<file path="config.mk">
export PLATFORM = sky130hd
export DESIGN_NAME = cone_launch_capture
export DESIGN_NICKNAME = d
export VERILOG_FILES = /design/src/rtl/cone_harness_pkg.sv /design/src/rtl/cone_result_packer.sv /design/src/rtl/cone_launch_capture.sv
export SDC_FILE = /design/constraint.sdc
export NUM_CORES = 1
export LEC_CHECK = 0
export CORE_MARGIN = 2
export CORE_UTILIZATION = 30
export CTS_CLUSTER_DIAMETER = 150
export DETAILED_ROUTE_END_ITERATION = 6
export PLACE_DENSITY = 0.59
export SLEW_MARGIN = 25
export SYNTH_ARGS = -nofsm -noshare
export SYNTH_HDL_FRONTEND = slang
export SYNTH_SLANG_ARGS = --single-unit
</file>
<file path="constraint.sdc">
create_clock -name clk -period 4.4 [get_ports clk]
set_clock_uncertainty 0.05 [all_clocks]
set_input_delay 0.44 -clock clk [delete_from_list [all_inputs] [get_ports clk]]
set_output_delay 0.44 -clock clk [all_outputs]
set_load 0.02 [all_outputs]
</file>
<file path="src/rtl/cone_harness_pkg.sv">
// Shared types and constants for the cone launch/capture harness.
package cone_harness_pkg;

    typedef enum logic [1:0] {
        StIdle,
        StSettle,
        StSample,
        StEmit
    } state_e;

    // x^16 + x^14 + x^13 + x^11 + 1, x^16 term implied by the shift-out
    localparam logic [15:0] MISR_POLY = 16'h6801;
    localparam logic [15:0] MISR_SEED = 16'hFFFF;

    localparam int unsigned DEF_N_IN          = 43;
    localparam int unsigned DEF_SETTLE_CYCLES = 2;
    localparam int unsigned DEF_WORD_W        = 32;

endpackage

</file>
<file path="src/rtl/cone_result_packer.sv">
// Packs sampled cone results LSB-first into words and runs the output handshake.
// Optional signature MISR enabled by CONE_CAPTURE_MISR_EN.
module cone_result_packer
    import cone_harness_pkg::*;
#(
    parameter int unsigned WORD_W = DEF_WORD_W
) (
    input  logic                        clk,
    input  logic                        rst,
    input  logic                        sample,
    input  logic                        last,
    input  logic                        cone_out,
    input  logic                        out_ready,
    output logic                        out_valid,
    output logic [WORD_W-1:0]           out_word,
    output logic [$clog2(WORD_W+1)-1:0] out_bits,
    output logic                        word_full
`ifdef CONE_CAPTURE_MISR_EN
    ,
    output logic [15:0]                 sig
`endif
);

    localparam int unsigned IdxW  = $clog2(WORD_W);
    localparam int unsigned BitsW = $clog2(WORD_W + 1);

    logic [IdxW-1:0]   idx_q;
    logic [WORD_W-1:0] word_q;
    logic [BitsW-1:0]  bits_q;
    logic              valid_q;

    assign word_full = (idx_q == IdxW'(WORD_W - 1));
    assign out_word  = word_q;
    assign out_bits  = bits_q;
    assign out_valid = valid_q;

    always_ff @(posedge clk) begin
        if (rst) begin
            idx_q   <= '0;
            word_q  <= '0;
            bits_q  <= '0;
            valid_q <= 1'b0;
        end else if (sample) begin
            word_q[idx_q] <= cone_out;
            if (word_full || last) begin
                // idx is left alone here and reloaded when the word is taken
                bits_q  <= BitsW'(idx_q) + BitsW'(1);
                valid_q <= 1'b1;
            end else begin
                idx_q <= idx_q + IdxW'(1);
            end
        end else if (valid_q && out_ready) begin
            valid_q <= 1'b0;
            idx_q   <= '0;
            word_q  <= '0;
        end
    end

`ifdef CONE_CAPTURE_MISR_EN
    always_ff @(posedge clk) begin
        if (rst) begin
            sig <= MISR_SEED;
        end else if (sample) begin
            sig <= {sig[14:0], 1'b0} ^ (sig[15] ? MISR_POLY : 16'h0000) ^ {15'd0, cone_out};
        end
    end
`endif

endmodule

</file>
<file path="src/rtl/cone_launch_capture.sv">
// Launch/settle/sample harness around a combinational cone; results go to the packer.
// Build with CONE_CAPTURE_MISR_EN to add the 16-bit sig output.
module cone_launch_capture
    import cone_harness_pkg::*;
#(
    parameter int unsigned N_IN          = DEF_N_IN,
    parameter int unsigned SETTLE_CYCLES = DEF_SETTLE_CYCLES,
    parameter int unsigned WORD_W        = DEF_WORD_W
) (
    input  logic                        clk,
    input  logic                        rst,
    input  logic                        in_valid,
    output logic                        in_ready,
    input  logic [N_IN-1:0]             in_vec,
    input  logic                        in_last,
    output logic [N_IN-1:0]             cone_in,
    input  logic                        cone_out,
    output logic                        out_valid,
    input  logic                        out_ready,
    output logic [WORD_W-1:0]           out_word,
    output logic [$clog2(WORD_W+1)-1:0] out_bits,
    output logic                        busy
`ifdef CONE_CAPTURE_MISR_EN
    ,
    output logic [15:0]                 sig
`endif
);

    localparam int unsigned CntW = $clog2(SETTLE_CYCLES + 1);

    state_e          state_q;
    logic [CntW-1:0] cnt_q;
    logic            last_q;
    logic            word_full;

    assign in_ready = (state_q == StIdle);
    assign busy     = (state_q != StIdle);

    always_ff @(posedge clk) begin
        if (rst) begin
            state_q <= StIdle;
            cone_in <= '0;
            cnt_q   <= '0;
            last_q  <= 1'b0;
        end else begin
            unique case (state_q)
                StIdle: begin
                    if (in_valid) begin
                        cone_in <= in_vec;
                        last_q  <= in_last;
                        cnt_q   <= CntW'(SETTLE_CYCLES - 1);
                        state_q <= StSettle;
                    end
                end
                StSettle: begin
                    if (cnt_q == '0) begin
                        state_q <= StSample;
                    end else begin
                        cnt_q <= cnt_q - CntW'(1);
                    end
                end
                StSample: begin
                    state_q <= (word_full || last_q) ? StEmit : StIdle;
                end
                StEmit: begin
                    if (out_ready) begin
                        state_q <= StIdle;
                    end
                end
                default: state_q <= StIdle;
            endcase
        end
    end

    cone_result_packer #(
        .WORD_W (WORD_W)
    ) u_packer (
        .clk       (clk),
        .rst       (rst),
        .sample    (state_q == StSample),
        .last      (last_q),
        .cone_out  (cone_out),
        .out_ready (out_ready),
        .out_valid (out_valid),
        .out_word  (out_word),
        .out_bits  (out_bits),
        .word_full (word_full)
`ifdef CONE_CAPTURE_MISR_EN
        ,
        .sig       (sig)
`endif
    );

endmodule

</file>
Word level (Yosys, flattened, before mapping)
Cells that the tools add are included.
W data, S select, Z words.
{"block": "word_totals", "input_bits": 49, "regBits": 92, "out_inout_bits": 84}
{"block": "classes", "mux": 18, "n_eq_ne": 10, "n_addsub": 3, "reduce_logical": 14, "magnitude_cmp": 2}
{"cell": "$mux W32", "count": 2}
{"cell": "$bwmux W32", "count": 1}
{"cell": "$mux W5", "count": 3}
{"cell": "$ne A2 B2 Y1 const B", "count": 6}
{"cell": "$mux W2", "count": 5}
{"cell": "$pmux W2 S4", "count": 1}
{"cell": "$reduce_and A2 Y1", "count": 4}
{"cell": "$add A5 B1 Y6 const B", "count": 1}
{"cell": "$lt A5 B6 Y1 const B", "count": 1}
{"cell": "$reduce_and A3 Y1", "count": 2}
{"cell": "$reduce_bool A2 Y1", "count": 3}
{"cell": "$add A5 B1 Y5 const B", "count": 1}
{"cell": "$demux W1 S5", "count": 1}
{"cell": "$eq A5 B5 Y1 const B", "count": 1}
{"cell": "$ge A5 B1 Y1 const B", "count": 1}
{"cell": "$eq A2 B2 Y1 const B", "count": 2}
{"cell": "$logic_not A2 Y1", "count": 2}
{"cell": "$mux W1", "count": 4}
{"cell": "$pmux W2 S2", "count": 1}
{"cell": "$eq A2 B1 Y1 const B", "count": 1}
{"cell": "$logic_and A1 B1 Y1", "count": 2}
{"cell": "$sub A2 B1 Y2 const B", "count": 1}
{"cell": "$logic_or A1 B1 Y1", "count": 1}

Longest topological paths before layout
{"block": "logic_depth", "word_depth": 6, "depth_mapped": 8, "depth_no_buf": 6}

Hierarchy
Synthesis repeated with hierarchy kept, for this count alone.
{"block": "unflattened", "hier_cells": 455, "area_unflattened_um2": 3915.0}
{"module": "cone_result_packer", "instances": 1, "area_each_um2": 2098.3, "cells_each": 236}
{"module": "cone_launch_capture", "instances": 1, "area_each_um2": 1816.7, "cells_each": 219}

Least setup slack after synthesis
OpenSTA, ideal clock, no wires.
{"block": "synth_timing", "path_type": "reg-to-reg", "start": "reg u_packer.idx_q[3]", "end": "reg u_packer.idx_q[2]", "setup_slack_ps": 2331, "arrival_ps": 1928, "t_required_ps": 4259, "stages_incl_launch_ff": 8, "path_cell_list": "dfxtp_1 clkbuf_1 clkbuf_1 and3_1 ha_1 or4b_4 or2_0 a311oi_1"}
{"block": "synth_between", "elab_chain_cells": 4}
{"item": "start: declaration", "line": "cone_result_packer.sv:27", "rtl": "logic [IdxW-1:0] idx_q;"}
{"item": "start signal: assignment", "line": "cone_result_packer.sv:50", "rtl": "idx_q <= idx_q + IdxW'(1);"}
{"item": "$eq A5 B5 Y1", "line": "cone_result_packer.sv:32", "rtl": "assign word_full = (idx_q == IdxW'(WORD_W - 1));"}
{"item": "$logic_or A1 B1 Y1", "line": "cone_result_packer.sv:45", "rtl": "if (word_full || last) begin"}
{"item": "$ne A2 B2 Y1 (no line)"}
{"item": "$reduce_and A2 Y1 (no line)"}
Every way passes these cells.
A chain may end at the register's enable or synchronous reset.

Worst setup path in the final report
{"block": "layout_timing", "start": "reg state_q[1]", "end": "out busy"}
{"block": "layout_between", "elab_chain_cells": 1}
{"item": "start: declaration", "line": "cone_launch_capture.sv:31", "rtl": "state_e state_q;"}
{"item": "start signal: assignment", "line": "cone_launch_capture.sv:41", "rtl": "state_q <= StIdle;"}
{"item": "start signal: assignment", "line": "cone_launch_capture.sv:52", "rtl": "state_q <= StSettle;"}
{"item": "start signal: assignment", "line": "cone_launch_capture.sv:57", "rtl": "state_q <= StSample;"}
{"item": "$reduce_bool A2 Y1", "line": "cone_launch_capture.sv:37", "rtl": "assign busy = (state_q != StIdle);"}
{"item": "end: declaration", "line": "cone_launch_capture.sv:22", "rtl": "output logic busy"}
Every way passes these cells.

==> out/metrics.sh <==
STATUS='complete, no violations'
NUM_IO_PINS=133
FINAL_SETUP_VIOLATION_COUNT=0
POSTSYNTH.TOPFLOPCELL='sky130_fd_sc_hd__dfxtp_1'
AREA_SHARE_OF_THE_LEADING_CELL_TYPE_IN_THE_SYNTHESIZED_NETLIST=0.478
CLOCKROOTBUFFER='sky130_fd_sc_hd__clkbuf_16'
FIN_TOTAL_PWR_W=0.00201
WORSTSETUPENDPOINTTYPE='output port'
GRT_ANTENNA_BEFORE_REPAIR=0
SLEW_HEADROOM=0.383
SHARE_SEQ_OF_TOTAL_POWER=0.445
POST_CTS_HOLD_BUFFER_COUNT=0
MIN-DELAY-PATH-CLASS='flip-flop to flip-flop'
WORST_SETUP_PATH_ENDPOINT='busy'
DRTANTENNAVIOLNETS=0
DRT_ITER0_MARKERS=254
MULTI_INPUT_COMB_AREA_UM2=1820
WORST_REG2REG_PATH_ENDPOINT='u_packer.out_word[27]'
FINAL_HOLD_VIOL_COUNT=0
AREA_LEADER_NETLIST='sky130_fd_sc_hd__dfxtp_1'
CTS_BUFS_INSERTED=9
CLK-INSERTION-DELAY-LATE_NS=0.35
FIN_CRIT_SH=0.545
RSZ0062_AT_GRT='false'
DP_CELLS=727
INTERNAL_POWER_W=0.00151
LAYOUT_CELL_SHARE_WITH_DRIVE_STRENGTH_BEYOND_1=0.0508
AVGVIACOUNTPERCELL=5.10
POST_SYNTHESIS_ASYNC_SET_OR_RESET_FLOP_SHARE=0
FIN_CELLS=743
SYNTH.TOP_CELLS.BY_AREA='sky130_fd_sc_hd__dfxtp_1 48%, sky130_fd_sc_hd__a21oi_1 12%, sky130_fd_sc_hd__nand2_1 9.0%'
POST_SYNTH_INSTANCE_AREA_UM2=3850
FLOORPLAN.DIE_AREA_UM2=13800
DP_WORST_SETUP_SLACK_NS=2.05
GLOBALROUTEMET2UTIL=0.246
POWER.SHARE.CLOCK=0.415
FILLER_CELL_COUNT=1261
FRACTION_OF_THE_YOSYS_AREA_TAKEN_BY_SEQUENTIAL_CELLS=0.478
LAYOUT_MIN_CYCLE_TIME_NS=2.40
NETS=621
NET-SWITCHING-POWER_W=0.000501
HOLD_PATH_DEPTH=2
AREA.SEQUENTIAL_UM2=1840
SYN2LAYOUT_AREA_GROWTH_PCT=44.1
TOP_USAGE_LAYER='met2'
POST_DRT_WL_PER_CELL_UM=15.1
COMBINATIONALPOWERSHARE=0.141
FIN_SETUP_TNS_NS=0
POWER.IR.VDD_WORST_mV=0.203
TIMING.CRITICAL_PATH.FANOUT_MAX=20
DIE_HEIGHT_UM=117
CORE_REGION_AREA_UM2=12600
SYNTH_EDF_COUNT=0
TOTALWIRELENGTH_UM=11300
FIRST_GLOBAL_VIAS=3678
ANTENNA_CELLS=0
GLOBALPLACE.CONGESTION=0.769
R2R_CELLS=4
CP_DATA_ARRIVAL_TIME_NS=1.91
CLK_PATH_BUF_DEPTH=2
CP-START-KIND='flip-flop'
COUNT_OF_H_TREE_LEVELS_BUILT_DURING_CTS=3
LAUNCH_POINT_OF_THE_WORST_REG_TO_REG_PATH='state_q[1]'
WORST_SETUP_HOLD_PATH_CLK_SLEW_NS=0.06
SYN_NETS=519
START_UTIL=0.307
POST_CTS.REPAIR.SETUP_BUFFERS=0
MET1_ROUTING_RESOURCE_USAGE_AFTER_GLOBAL_ROUTING=0.201
DIE_X_UM=117
TOTAL_LEAKAGE_POWER_nW=1.86
TRITONCTS='built'
SYN-INSTANCE-COUNT=464
USE_MET3=0.0681
DRT_PASS1_ITERATIONS=4
CRIT_REQUIRED_NS=3.91
FINALHOLDWORSTSLACK_NS=0.404
MAXSLEWVIOLCOUNT=0
REGTOREGSETUPSLACK_NS=2.07
GLOBAL_ROUTE.OVERFLOW_TOTAL=0
POST_SYNTH_MOST_FREQUENT_CELLS='92 x sky130_fd_sc_hd__dfxtp_1, 92 x sky130_fd_sc_hd__nand2_1, 89 x sky130_fd_sc_hd__a21oi_1'
MAX_FCLK_GHz=0.417
DRC_ERRORS=0
VIA_COUNT=3786
SYNTH.FF_LATCH_COUNT=92
TIMING.SETUP.CRITICAL_PATH_CLASS='flip-flop to output port'
YOSYS.CELL_TYPES.COUNT=38
GRT.TOTAL_USAGE=0.163
POST_CTS_RESIZED=0
DRV_CAP=0
YOSYS_WARNINGS=0
AVGSYNTHCELLAREA_UM2=8.31
PORT_BUFFERS=132
WIRE_LENGTH_OF_THE_FIRST_GLOBAL_ROUTING_PASS_UM=18300
TIMING.CRITICAL_PATH.FROM='state_q[1]'
ROWS=41
CTS.SINK_COUNT=92
TIMING.FINAL.WS_SETUP_NS=2.00
POWER_PER_CELL_AREA_nW_PER_UM2=362
WORST_PIN_SLEW_NS=0.925
GRT_START_MAX_NET_PINS=60
POST-DP-HPWL_UM=7290
NETSWITCHINGFRACTION=0.249
power by group through the flow:
| stage | Clock [W] | Combinational [W] | Sequential, W |
|---|---|---|---|
| 2_1_floorplan | 0 | 0.000122 | 0.000940 |
| 6_report | 0.000835 | 0.000283 | 0.000894 |
| 3_3_place_gp | 0 | 0.000282 | 0.000911 |
| 5_1_grt | 0.000891 | 0.000309 | 0.000899 |
| 4_1_cts | 0.000862 | 0.000287 | 0.000894 |
| 3_5_place_dp | 0 | 0.000285 | 0.000913 |
metal layers:
metal / up-vias / part of all wire
met4: 0 / 0.016
met5: - / 0
met2: 133 / 0.44
li1: 1860 / -
met3: 13 / 0.10
met1: 1780 / 0.44
worst max-delay path, cell delays in order, from the launching register on:
cell and delay [ns]:
sky130_fd_sc_hd__dfxtp_1 0.76, sky130_fd_sc_hd__nor2_1 0.14, sky130_fd_sc_hd__inv_1 0.08, sky130_fd_sc_hd__clkdlybuf4s50_1 0.59
cells in the final DEF (no fill, tap or decap), types with 2 or more instances in the layout:
cell                              Yosys  final
sky130_fd_sc_hd__nor2_1               4      4
sky130_fd_sc_hd__and3_1               2      2
sky130_fd_sc_hd__or3b_2               4      4
sky130_fd_sc_hd__a311oi_1             3      3
sky130_fd_sc_hd__clkbuf_1            32      2
sky130_fd_sc_hd__clkbuf_16            0      9
sky130_fd_sc_hd__nand3_1             40     40
sky130_fd_sc_hd__nor3_1               3      3
sky130_fd_sc_hd__ha_1                 6      6
sky130_fd_sc_hd__buf_4                0      4
sky130_fd_sc_hd__o21ai_0              6      6
sky130_fd_sc_hd__o211ai_1             4      4
sky130_fd_sc_hd__nand2b_1             4      4
sky130_fd_sc_hd__inv_1                5      5
sky130_fd_sc_hd__nor3b_1              3      3
sky130_fd_sc_hd__clkdlybuf4s50_1      0    130
sky130_fd_sc_hd__a21oi_1             89     89
sky130_fd_sc_hd__bufinv_16            0      2
sky130_fd_sc_hd__nand2_1             92     91
sky130_fd_sc_hd__o221ai_1            32     32
sky130_fd_sc_hd__dfxtp_1             92     92
sky130_fd_sc_hd__and3b_1              7      7
sky130_fd_sc_hd__nand3b_1             8      8
cell families after synthesis:
kind of cell,Yosys count,synth area share
buffers and inverters,49,0.0523
AO/OA/AOI/OAI,139,0.221
XOR/XNOR,2,0.00454
AND/OR/NAND/NOR,175,0.222
multiplexers,1,0.00292
flip-flops,92,0.478
adder cells (fa/ha/maj),6,0.0195
through the flow:
step	cell area (um2)	util
finish	5550	0.442
global route	5550	0.442
detailed placement	5240	0.417
CTS	5560	0.442
floorplan	3850	-
global placement	5240	0.417
final cells by class:
class / count / share of cell area
clock inverters: 4 / 0.0131
inverters: 5 / 0.00338
clock buffers: 12 / 0.0444
repair buffers: 135 / 0.241
multi-input cells: 323 / 0.328
flip-flops and latches: 92 / 0.332
well taps: 172 / 0.0387
worst min-delay path by stage:
| stage | startpoint | to | slack [ns] |
|---|---|---|---|
| final | cone_in[24] | cone_in[24] | 0.40 |
| after global routing | cone_in[26] | cone_in[26] | 0.42 |
| after CTS | cone_in[24] | cone_in[24] | 0.41 |
| after detailed placement | cone_in[39] | cone_in[39] | 0.40 |
| after global placement | cone_in[39] | cone_in[39] | 0.39 |
| after floorplan | cnt_q[1] | cnt_q[1] | 0.39 |
sequential cells by signal (all words and copies together), names as in the netlist:
signal / cells
u_packer.out_valid: 1
u_packer.idx_q: 5
cone_in: 43
state_q: 2
last_q: 1
u_packer.out_word: 32
u_packer.out_bits: 6
cnt_q: 2
(Power assumes the default switching activity.)
==> RTL change, RTL diff (config.mk and constraints unchanged) <==
The package constant `DEF_N_IN` goes from 43 to 86.
--- a/src/rtl/cone_harness_pkg.sv
+++ b/src/rtl/cone_harness_pkg.sv
@@ -14,3 +14,3 @@
 
-    localparam int unsigned DEF_N_IN          = 43;
+    localparam int unsigned DEF_N_IN          = 86;
     localparam int unsigned DEF_SETTLE_CYCLES = 2;
Interface: changed (resized cone_in and in_vec); port bits go from 133 to 219. The function was not compared with the original's and may differ.
==> RTL change against the original RTL <==
  * Power is 69% higher
  * Routed wire length is 51% higher
  * Sequential share of layout area is 0.55 points lower
  * Synthesized area is 38% higher
  * Cell area is 49% higher
  * Critical path type unchanged
  * Sequential cell count is 43 higher
  * Setup slack worse by 0.12 ns
  * Register-to-register slack better by 0.11 ns
==> RTL change: results <==
metrics = {
    "status": {
        "status": "complete, no violations",
    },
    "power_and_ir_drop": {
        "power_leakage_nw": 2.90,
        "swShare": 0.249,
        "peakVddDrop_v": 0.000267,
    },
    "finish": {
        "nets": 934,
        "largest_register_ffs": 86,
        "drive_gt1_frac": 0.0590,
    },
    "clock_tree": {
        "clock_latency_ns": 0.42,
        "clockRootBuffer": "clkbuf_16",
        "h-tree-depth": 4,
        "clkTransAtPathRegs_ns": 0.06,
        "numCtsBuffers": 17,
    },
    "synthesis": {
        "ys_top_cells_by_area": "dfxtp_1, nand2_1, a21oi_1",
        "synth.distinct_cells": 40,
        "yosys-top-cells-count": "nand2_1, dfxtp_1, a21oi_1",
        "yosysSeqAreaShare": 0.508,
        "synth_nets": 749,
    },
    "setup_path": {
        "worstPathMaxFanout": 22,
        "timing.rr.end": "u_packer.out_bits[5]",
        "reg2reg_depth": 5,
        "crit_arrival_ns": 2.03,
    },
    "placed_design": {
        "gp_congestion": 0.744,
        "dp_cells": 1041,
        "port_buffers": 218,
        "dp.final_hpwl_um": 11100,
    },
    "global_route": {
        "grt_pass1_wl_um": 25300,
        "grt_use_total": 0.176,
        "grt_pass1_vias": 4717,
    },
    "route": {
        "drt_pass1_iterations": 5,
        "dr.first_iter.drc_count": 263,
        "via_per_inst": 4.89,
        "wl_um": 17000,
    },
    "worst_hold_path": {
        "hp-start": "cone_in[57]",
    },
}
-- RTL change: worst max path at each step --
| stage | start | end | slack (ns) | cells past startpoint |
|---|---|---|---|---|
| finish | state_q[0] | busy | 1.88 | 3 |
| global route | state_q[0] | busy | 1.76 | 3 |
| CTS | state_q[0] | busy | 1.85 | 3 |
| detailed placement | in_valid | cone_in[14] | 1.88 | 5 |
| global placement | in_valid | cone_in[64] | 1.92 | 5 |
| floorplan | u_packer.idx_q[3] | u_packer.idx_q[2] | 2.30 | 7 |
-- RTL change: metal layers --
metal	up-vias	wire, µm	GRT usage
met5	-	0	0
met2	190	7880	0.266
met4	0	484	0.0848
met1	2392	7390	0.225
met3	29	1290	0.0567
li1	2631	-	-
-- RTL change: tightest hold or removal path: stages (launching register included) --
cell and delay [ns]:
dfxtp_1 0.30, nand2_1 0.05, a21oi_1 0.05
-- RTL change: cell type report --
| cell class | count | area, µm² |
|---|---|---|
| clock inverters | 12 | 199 |
| flip-flops and latches | 135 | 2700 |
| inverters | 5 | 18.8 |
| repair buffers | 225 | 2260 |
| fillers | 1761 | 9010 |
| clock buffers | 19 | 453 |
| multi-input cells | 452 | 2370 |
| well taps | 225 | 282 |
-- RTL change: cell families (layout without fill, tap and decap cells) --
logic type / Yosys count / in the layout / synth area share
DFF: 135 / 135 / 0.508
and+or+nand+nor: 261 / 261 / 0.222
adders and majority gates: 6 / 6 / 0.0141
AOI/OAI and AO/OA: 182 / 182 / 0.202
buffers and inverters: 64 / 261 / 0.0492
xor gates and xnor gates: 2 / 2 / 0.00329
muxes: 1 / 1 / 0.00212
-- RTL change: power groups by stage --
stage                     Clock, mW  Sequential (mW)  Combinational (mW)
after floorplan                   0             1.42               0.184
after global placement            0             1.35               0.499
after detailed placement          0             1.35               0.505
after CTS                      1.61             1.33               0.507
after global routing           1.66             1.34               0.544
final                          1.57             1.33               0.504
-- RTL change: metrics by stage --
| stage | total power, mW | setup slack, ns | hold slack, ns | area, µm² | util |
|---|---|---|---|---|---|
| global route | 3.54 | 1.76 | 0.414 | 8290 | 0.479 |
| detailed placement | 1.86 | 1.88 | 0.396 | 7620 | 0.441 |
| CTS | 3.44 | 1.85 | 0.403 | 8270 | 0.478 |
| finish | 3.40 | 1.88 | 0.402 | 8290 | 0.479 |
| floorplan | 1.60 | 2.30 | 0.395 | 5320 | - |
| global placement | 1.85 | 1.92 | 0.391 | 7590 | 0.439 |
